[config.mk]
export PLATFORM = sky130hd
export DESIGN_NAME = wb_size_bridge_arbiter
export DESIGN_NICKNAME = d
export VERILOG_FILES = /design/src/rtl/wb_bridge_pkg.sv /design/src/rtl/wb_arb_watchdog.sv /design/src/rtl/wb_size_bridge_arbiter.sv
export SDC_FILE = /design/constraint.sdc
export NUM_CORES = 1
export LEC_CHECK = 0
export CORE_AREA = 4 4 124 126
export DETAILED_ROUTE_END_ITERATION = 6
export DIE_AREA = 0 0 128 130
export MAX_ROUTING_LAYER = met4
export PLACE_DENSITY_LB_ADDON = 0.05
export SETUP_SLACK_MARGIN = 0.05
export SYNTH_ARGS = -nofsm -noshare
export SYNTH_HDL_FRONTEND = slang
export SYNTH_SLANG_ARGS = --single-unit
[constraint.sdc]
create_clock -name wb_hi_clk_i -period 2.25 [get_ports wb_hi_clk_i]
set_input_delay 0.45 -clock wb_hi_clk_i [delete_from_list [all_inputs] [get_ports wb_hi_clk_i]]
set_output_delay 0.45 -clock wb_hi_clk_i [all_outputs]
set_load 0.02 [all_outputs]
[src/rtl/wb_bridge_pkg.sv]
// Shared arbiter state encoding and one-hot grant values for the Wishbone size bridge front end.
package wb_bridge_pkg;

  typedef enum logic [1:0] {
    ARB_IDLE = 2'd0,
    ARB_GNT0 = 2'd1,
    ARB_GNT1 = 2'd2
  } arb_state_e;

  localparam logic [1:0] GRANT_NONE = 2'b00;
  localparam logic [1:0] GRANT_M0   = 2'b01;
  localparam logic [1:0] GRANT_M1   = 2'b10;

endpackage

[src/rtl/wb_arb_watchdog.sv]
// Stall watchdog: counts unanswered strobe cycles, flags the terminal cycle, keeps a sticky flag.
module wb_arb_watchdog #(
  parameter int unsigned TIMEOUT_CYCLES = 255,
  parameter int unsigned TO_WIDTH       = 8
) (
  input  logic i_clk,
  input  logic i_rst,
  input  logic i_stalled,
  input  logic i_grant_chg,
  input  logic i_flag_clr,
  output logic o_timeout_hit,
  output logic o_timeout_flag
);

  localparam logic [TO_WIDTH-1:0] LP_LAST = TO_WIDTH'(TIMEOUT_CYCLES - 1);

  logic [TO_WIDTH-1:0] r_count;
  logic                r_flag;

  // A response in the terminal cycle deasserts i_stalled, so the slave wins the race.
  assign o_timeout_hit  = i_stalled & (r_count == LP_LAST);
  assign o_timeout_flag = r_flag;

  always_ff @(posedge i_clk or posedge i_rst) begin
    if (i_rst) begin
      r_count <= '0;
    end else if (!i_stalled || o_timeout_hit || i_grant_chg) begin
      r_count <= '0;
    end else begin
      r_count <= r_count + 1'b1;
    end
  end

  always_ff @(posedge i_clk or posedge i_rst) begin
    if (i_rst) begin
      r_flag <= 1'b0;
    end else if (o_timeout_hit) begin
      r_flag <= 1'b1;
    end else if (i_flag_clr) begin
      r_flag <= 1'b0;
    end
  end

endmodule

[src/rtl/wb_size_bridge_arbiter.sv]
// Two-master round-robin Wishbone arbiter in front of the bridge hi port; grant held for the whole
// cycle, registered grant (1 cycle from idle, 0-gap handover), watchdog aborts hung transfers.
module wb_size_bridge_arbiter
  import wb_bridge_pkg::*;
#(
  parameter int unsigned TIMEOUT_CYCLES = 255,
  parameter int unsigned TO_WIDTH       = 8
) (
  input  logic        wb_hi_clk_i,
  input  logic        wb_hi_rst_i,
  input  logic        wb_m0_cyc_i,
  input  logic        wb_m0_stb_i,
  input  logic        wb_m0_we_i,
  input  logic [3:0]  wb_m0_sel_i,
  input  logic [31:0] wb_m0_adr_i,
  input  logic [31:0] wb_m0_dat_i,
  output logic [31:0] wb_m0_dat_o,
  output logic        wb_m0_ack_o,
  output logic        wb_m0_err_o,
  output logic        wb_m0_rty_o,
  input  logic        wb_m1_cyc_i,
  input  logic        wb_m1_stb_i,
  input  logic        wb_m1_we_i,
  input  logic [3:0]  wb_m1_sel_i,
  input  logic [31:0] wb_m1_adr_i,
  input  logic [31:0] wb_m1_dat_i,
  output logic [31:0] wb_m1_dat_o,
  output logic        wb_m1_ack_o,
  output logic        wb_m1_err_o,
  output logic        wb_m1_rty_o,
  output logic        wb_s_cyc_o,
  output logic        wb_s_stb_o,
  output logic        wb_s_we_o,
  output logic [3:0]  wb_s_sel_o,
  output logic [31:0] wb_s_adr_o,
  output logic [31:0] wb_s_dat_o,
  input  logic [31:0] wb_s_dat_i,
  input  logic        wb_s_ack_i,
  input  logic        wb_s_err_i,
  input  logic        wb_s_rty_i,
  output logic        bridge_abort_o,
  output logic        timeout_flag_o,
  input  logic        timeout_clr_i,
  output logic [1:0]  grant_o
);

  arb_state_e r_state;
  arb_state_e w_next_state;
  logic       r_last_m1;
  logic       w_last_m1_nxt;
  logic       w_sel_m1;
  logic       w_gnt_cyc;
  logic       w_gnt_stb;
  logic       w_gnt_we;
  logic       w_stalled;
  logic       w_grant_chg;
  logic       w_timeout_hit;

  // last_grant resets to m1 so that m0 takes the first tie.
  always_ff @(posedge wb_hi_clk_i or posedge wb_hi_rst_i) begin
    if (wb_hi_rst_i) begin
      r_state   <= ARB_IDLE;
      r_last_m1 <= 1'b1;
    end else begin
      r_state   <= w_next_state;
      r_last_m1 <= w_last_m1_nxt;
    end
  end

  always_comb begin
    w_next_state  = r_state;
    w_last_m1_nxt = r_last_m1;
    case (r_state)
      ARB_IDLE: begin
        if (wb_m0_cyc_i && wb_m1_cyc_i) begin
          w_next_state = r_last_m1 ? ARB_GNT0 : ARB_GNT1;
        end else if (wb_m0_cyc_i) begin
          w_next_state = ARB_GNT0;
        end else if (wb_m1_cyc_i) begin
          w_next_state = ARB_GNT1;
        end
      end
      ARB_GNT0: begin
        if (!wb_m0_cyc_i) begin
          w_last_m1_nxt = 1'b0;
          w_next_state  = wb_m1_cyc_i ? ARB_GNT1 : ARB_IDLE;
        end
      end
      ARB_GNT1: begin
        if (!wb_m1_cyc_i) begin
          w_last_m1_nxt = 1'b1;
          w_next_state  = wb_m0_cyc_i ? ARB_GNT0 : ARB_IDLE;
        end
      end
      default: w_next_state = ARB_IDLE;
    endcase
  end

  always_comb begin
    grant_o = GRANT_NONE;
    case (r_state)
      ARB_GNT0: grant_o = GRANT_M0;
      ARB_GNT1: grant_o = GRANT_M1;
      default:  grant_o = GRANT_NONE;
    endcase
  end

  // Control bits are gated by the grant; payload follows m0 unless m1 owns the bus.
  assign w_sel_m1  = grant_o[1];
  assign w_gnt_cyc = (grant_o[0] & wb_m0_cyc_i) | (grant_o[1] & wb_m1_cyc_i);
  assign w_gnt_stb = (grant_o[0] & wb_m0_stb_i) | (grant_o[1] & wb_m1_stb_i);
  assign w_gnt_we  = (grant_o[0] & wb_m0_we_i)  | (grant_o[1] & wb_m1_we_i);

  assign wb_s_cyc_o = w_gnt_cyc;
  assign wb_s_stb_o = w_gnt_stb & ~w_timeout_hit;
  assign wb_s_we_o  = w_gnt_we;
  assign wb_s_sel_o = w_sel_m1 ? wb_m1_sel_i : wb_m0_sel_i;
  assign wb_s_adr_o = w_sel_m1 ? wb_m1_adr_i : wb_m0_adr_i;
  assign wb_s_dat_o = w_sel_m1 ? wb_m1_dat_i : wb_m0_dat_i;

  assign wb_m0_dat_o = wb_s_dat_i;
  assign wb_m1_dat_o = wb_s_dat_i;
  assign wb_m0_ack_o = grant_o[0] & wb_s_ack_i;
  assign wb_m1_ack_o = grant_o[1] & wb_s_ack_i;
  assign wb_m0_err_o = grant_o[0] & (wb_s_err_i | w_timeout_hit);
  assign wb_m1_err_o = grant_o[1] & (wb_s_err_i | w_timeout_hit);
  assign wb_m0_rty_o = grant_o[0] & wb_s_rty_i;
  assign wb_m1_rty_o = grant_o[1] & wb_s_rty_i;

  assign w_stalled      = w_gnt_cyc & w_gnt_stb & ~(wb_s_ack_i | wb_s_err_i | wb_s_rty_i);
  assign w_grant_chg    = (w_next_state != r_state);
  assign bridge_abort_o = w_timeout_hit;

  wb_arb_watchdog #(
    .TIMEOUT_CYCLES (TIMEOUT_CYCLES),
    .TO_WIDTH       (TO_WIDTH)
  ) u_watchdog (
    .i_clk          (wb_hi_clk_i),
    .i_rst          (wb_hi_rst_i),
    .i_stalled      (w_stalled),
    .i_grant_chg    (w_grant_chg),
    .i_flag_clr     (timeout_clr_i),
    .o_timeout_hit  (w_timeout_hit),
    .o_timeout_flag (timeout_flag_o)
  );

endmodule
==> results_dict.tcl, run 1 <==
set metrics [dict create \
    status "finished clean" \
    postSynthAreaPerCell_um2 10.38 \
    critPathTopFamily "flip-flops" \
    ys_seq_elements 12 \
    rows 44 \
    place.gp.congestion 0.7929 \
    drt-total-wl_um 11740 \
    ctsHoldBuffers 0 \
    cts.htree.levels 1 \
    max_stage_delay_ns 0.37 \
    syn_area_mm2 0.002325 \
    ir_worst_vdd_mv 0.1752 \
    async_flop_share_pct 100.0 \
    areaGrowthSynthToFinish_pct 99.62 \
    io_pins 325 \
    grt_pass1_vias 2326 \
    clock-sinks 12 \
    port_buffers 228 \
    hp-class "register to register" \
    syn-num-nets 406 \
    cts_made_buffers 3 \
    nets 601 \
    finalSetupViolCount 0 \
    static-leakage-power_nw 2.014 \
    fp.dieW_um 128 \
    max_slew_margin_pct 68.25 \
    n_antenna_cell 0 \
    routedWlPerCell_um 19.51 \
    num_vias 2300 \
    yosysWarnings 0 \
    rsz0062_at_grt "yes" \
    worstPathRequired_ns 1.80 \
    cts_tree "done" \
    grt_start_max_net_pins 20 \
    floorplan.initialDensity_pct 16.24 \
    critPathLaunchType "register" \
    grt.total_usage_pct 12.66 \
    crit_type "register to output port" \
    final_common_cell "clkdlybuf4s50_1" \
    grt_util_met1_pct 14.62 \
    final_cell_mix "clkdlybuf4s50_1, mux2_4, buf_2" \
    finalMaxSlewViolations 0 \
    vias_per_cell 3.821 \
    drtAntennaViolNets 0 \
    hold_viol_final 0 \
    die_area_mm2 0.01664 \
    cts_root_buf "clkbuf_16" \
    cp.arrival_ns 1.76 \
    yosys.cell_types.count 34 \
    dp_hpwl_um 9786 \
    final.setup_skew_ns 0.003761 \
    clkTransAtPathRegs_ns 0.04 \
    core_mm2 0.01431 \
    worstPathCellList "inv_1, ha_2, nand3_2, or2_4, buf_6, o41ai_4, buf_4" \
    hold_ws_ns 0.4904 \
    p_per_area_mw_per_mm2 521.2 \
    power_mw 2.419 \
    netlist_instances 224 \
    ys_seq_area_share_pct 12.97 \
    end_kind "output port" \
    synth_edf_count 0 \
    grt_pass1_wl_um 15540 \
    fmax_mhz 452.9 \
    crit_slowest_cell "dfrtp_1" \
    cts_buffer_depth 2 \
    grt_overflow 0 \
    crit_buf_inv 3 \
    antenna_found_initial 0 \
    gr-usage-met3_pct 5.813 \
    fin_crit_ns 2.208 \
    drc_errors 0 \
    die_h_um 130 \
    tightest_slew_ns 0.4757 \
    met2_usage_pct 21.13 \
    gr-max-usage-layer "met2" \
    drtIter0Drc 61 \
    fin_crit_sh_pct 98.14 \
    cp_max_fo 3 \
    ys.flop_type "dfrtp_1" \
    drv_cap 0 \
    insertion_delay_ns 0.24 \
    drt-pass1-iter-count 4 \
    drive_gt1_share_pct 49.52 \
]
layout make-up:
class	instances	area, µm²
inverters	5	33.78
fillers	1496	9673
clock buffers	4	88.84
well taps	184	230.2
flip-flops and latches	12	304.0
repair buffers	266	2511
multi-input cells	131	1473
what timing repair did:
item,in CTS,in global routing
setup buffers,3,3
gates resized for setup,272,39
gates cloned,2,1
pin swaps,1,4
setup endpoints to repair,80,36
cells in the mapped netlist (3+ instances only):
library cell / n / area (µm²)
a211oi_2: 3 / 37.54
and2_1: 6 / 37.54
buf_4: 67 / 503.0
buf_6: 8 / 90.09
dfrtp_1: 11 / 275.3
inv_1: 3 / 11.26
mux2_2: 14 / 157.7
mux2_4: 54 / 810.8
nand2_1: 8 / 30.03
nand3_1: 4 / 20.02
nor2_1: 4 / 15.01
nor2b_1: 3 / 18.77
nor3_2: 5 / 50.05
o21ai_0: 6 / 30.03
o22ai_1: 3 / 18.77
or3_1: 3 / 18.77
worst paths after layout:
path / startpoint / cells after the start / end / slack (ns)
min in group asynchronous: wb_hi_rst_i / 2 / u_watchdog.r_count[7] / 0.52
setup / recovery: u_watchdog.r_count[0] / 7 / wb_m0_err_o / 0.04
hold / removal: r_last_m1 / 2 / r_last_m1 / 0.49
setup reg to reg: r_state[0] / 7 / u_watchdog.o_timeout_flag / 0.58
hold reg to reg: r_last_m1 / 2 / r_last_m1 / 0.49
max in group asynchronous: wb_hi_rst_i / 2 / r_last_m1 / 1.38
tightest hold or removal path, stage by stage (launching register included):
cell,delay (ns)
dfstp_2,0.37
o21ai_0,0.06
nand2_1,0.05
routing by layer:
metal  routed length, µm  up-vias
met4                  14        0
met5                   0        -
met3                1330        2
met2                5846      158
li1                    -     1102
met1                4551     1038
registers in the layout, indices dropped and copies added (netlist names):
signal,flops
r_last_m1,1
r_state,2
u_watchdog.o_timeout_flag,1
u_watchdog.r_count,8
logic make-up (layout without fill, tap and decap cells):
| kind of cell | after synthesis | after routing | share of synthesized area, % |
|---|---|---|---|
| flops | 12 | 12 | 12.97 |
| mux | 68 | 68 | 41.66 |
| compound gates | 19 | 19 | 6.459 |
| buf+inv | 81 | 275 | 26.64 |
| xor+xnor | 3 | 3 | 1.130 |
| fa+ha+maj | 2 | 2 | 1.076 |
| simple gates | 39 | 39 | 10.07 |
power by group:
| part | internal, mW | switching [mW] | total [mW] |
|---|---|---|---|
| clock | 0.269 | 0.0972 | 0.366 |
| combinational | 0.996 | 0.793 | 1.79 |
| sequential | 0.242 | 0.0221 | 0.264 |
| total | 1.51 | 0.912 | 2.42 |
metrics by stage:
stage / cells / setup WS, ns / instance area, µm² / setup TNS (ns) / utilization [%]
after floorplan: 224 / 0.2751 / 2325 / 0 / -
after global placement: 589 / -0.4422 / 4492 / -6.492 / 31.38
after detailed placement: 589 / -0.4486 / 4492 / -6.023 / 31.38
after CTS: 598 / 0.002873 / 4541 / 0 / 31.72
after global routing: 602 / -0.04928 / 4641 / -0.04928 / 32.42
final: 602 / 0.04192 / 4641 / 0 / 32.42
Power figures use the tool's default switching activity.
==> run 2, diff against run 1 <==
HOLD_SLACK_MARGIN = 0.1   (was unset)
==> results of run 2 <==
No change in the layout: final DEF, timing and power equal those of run 1.
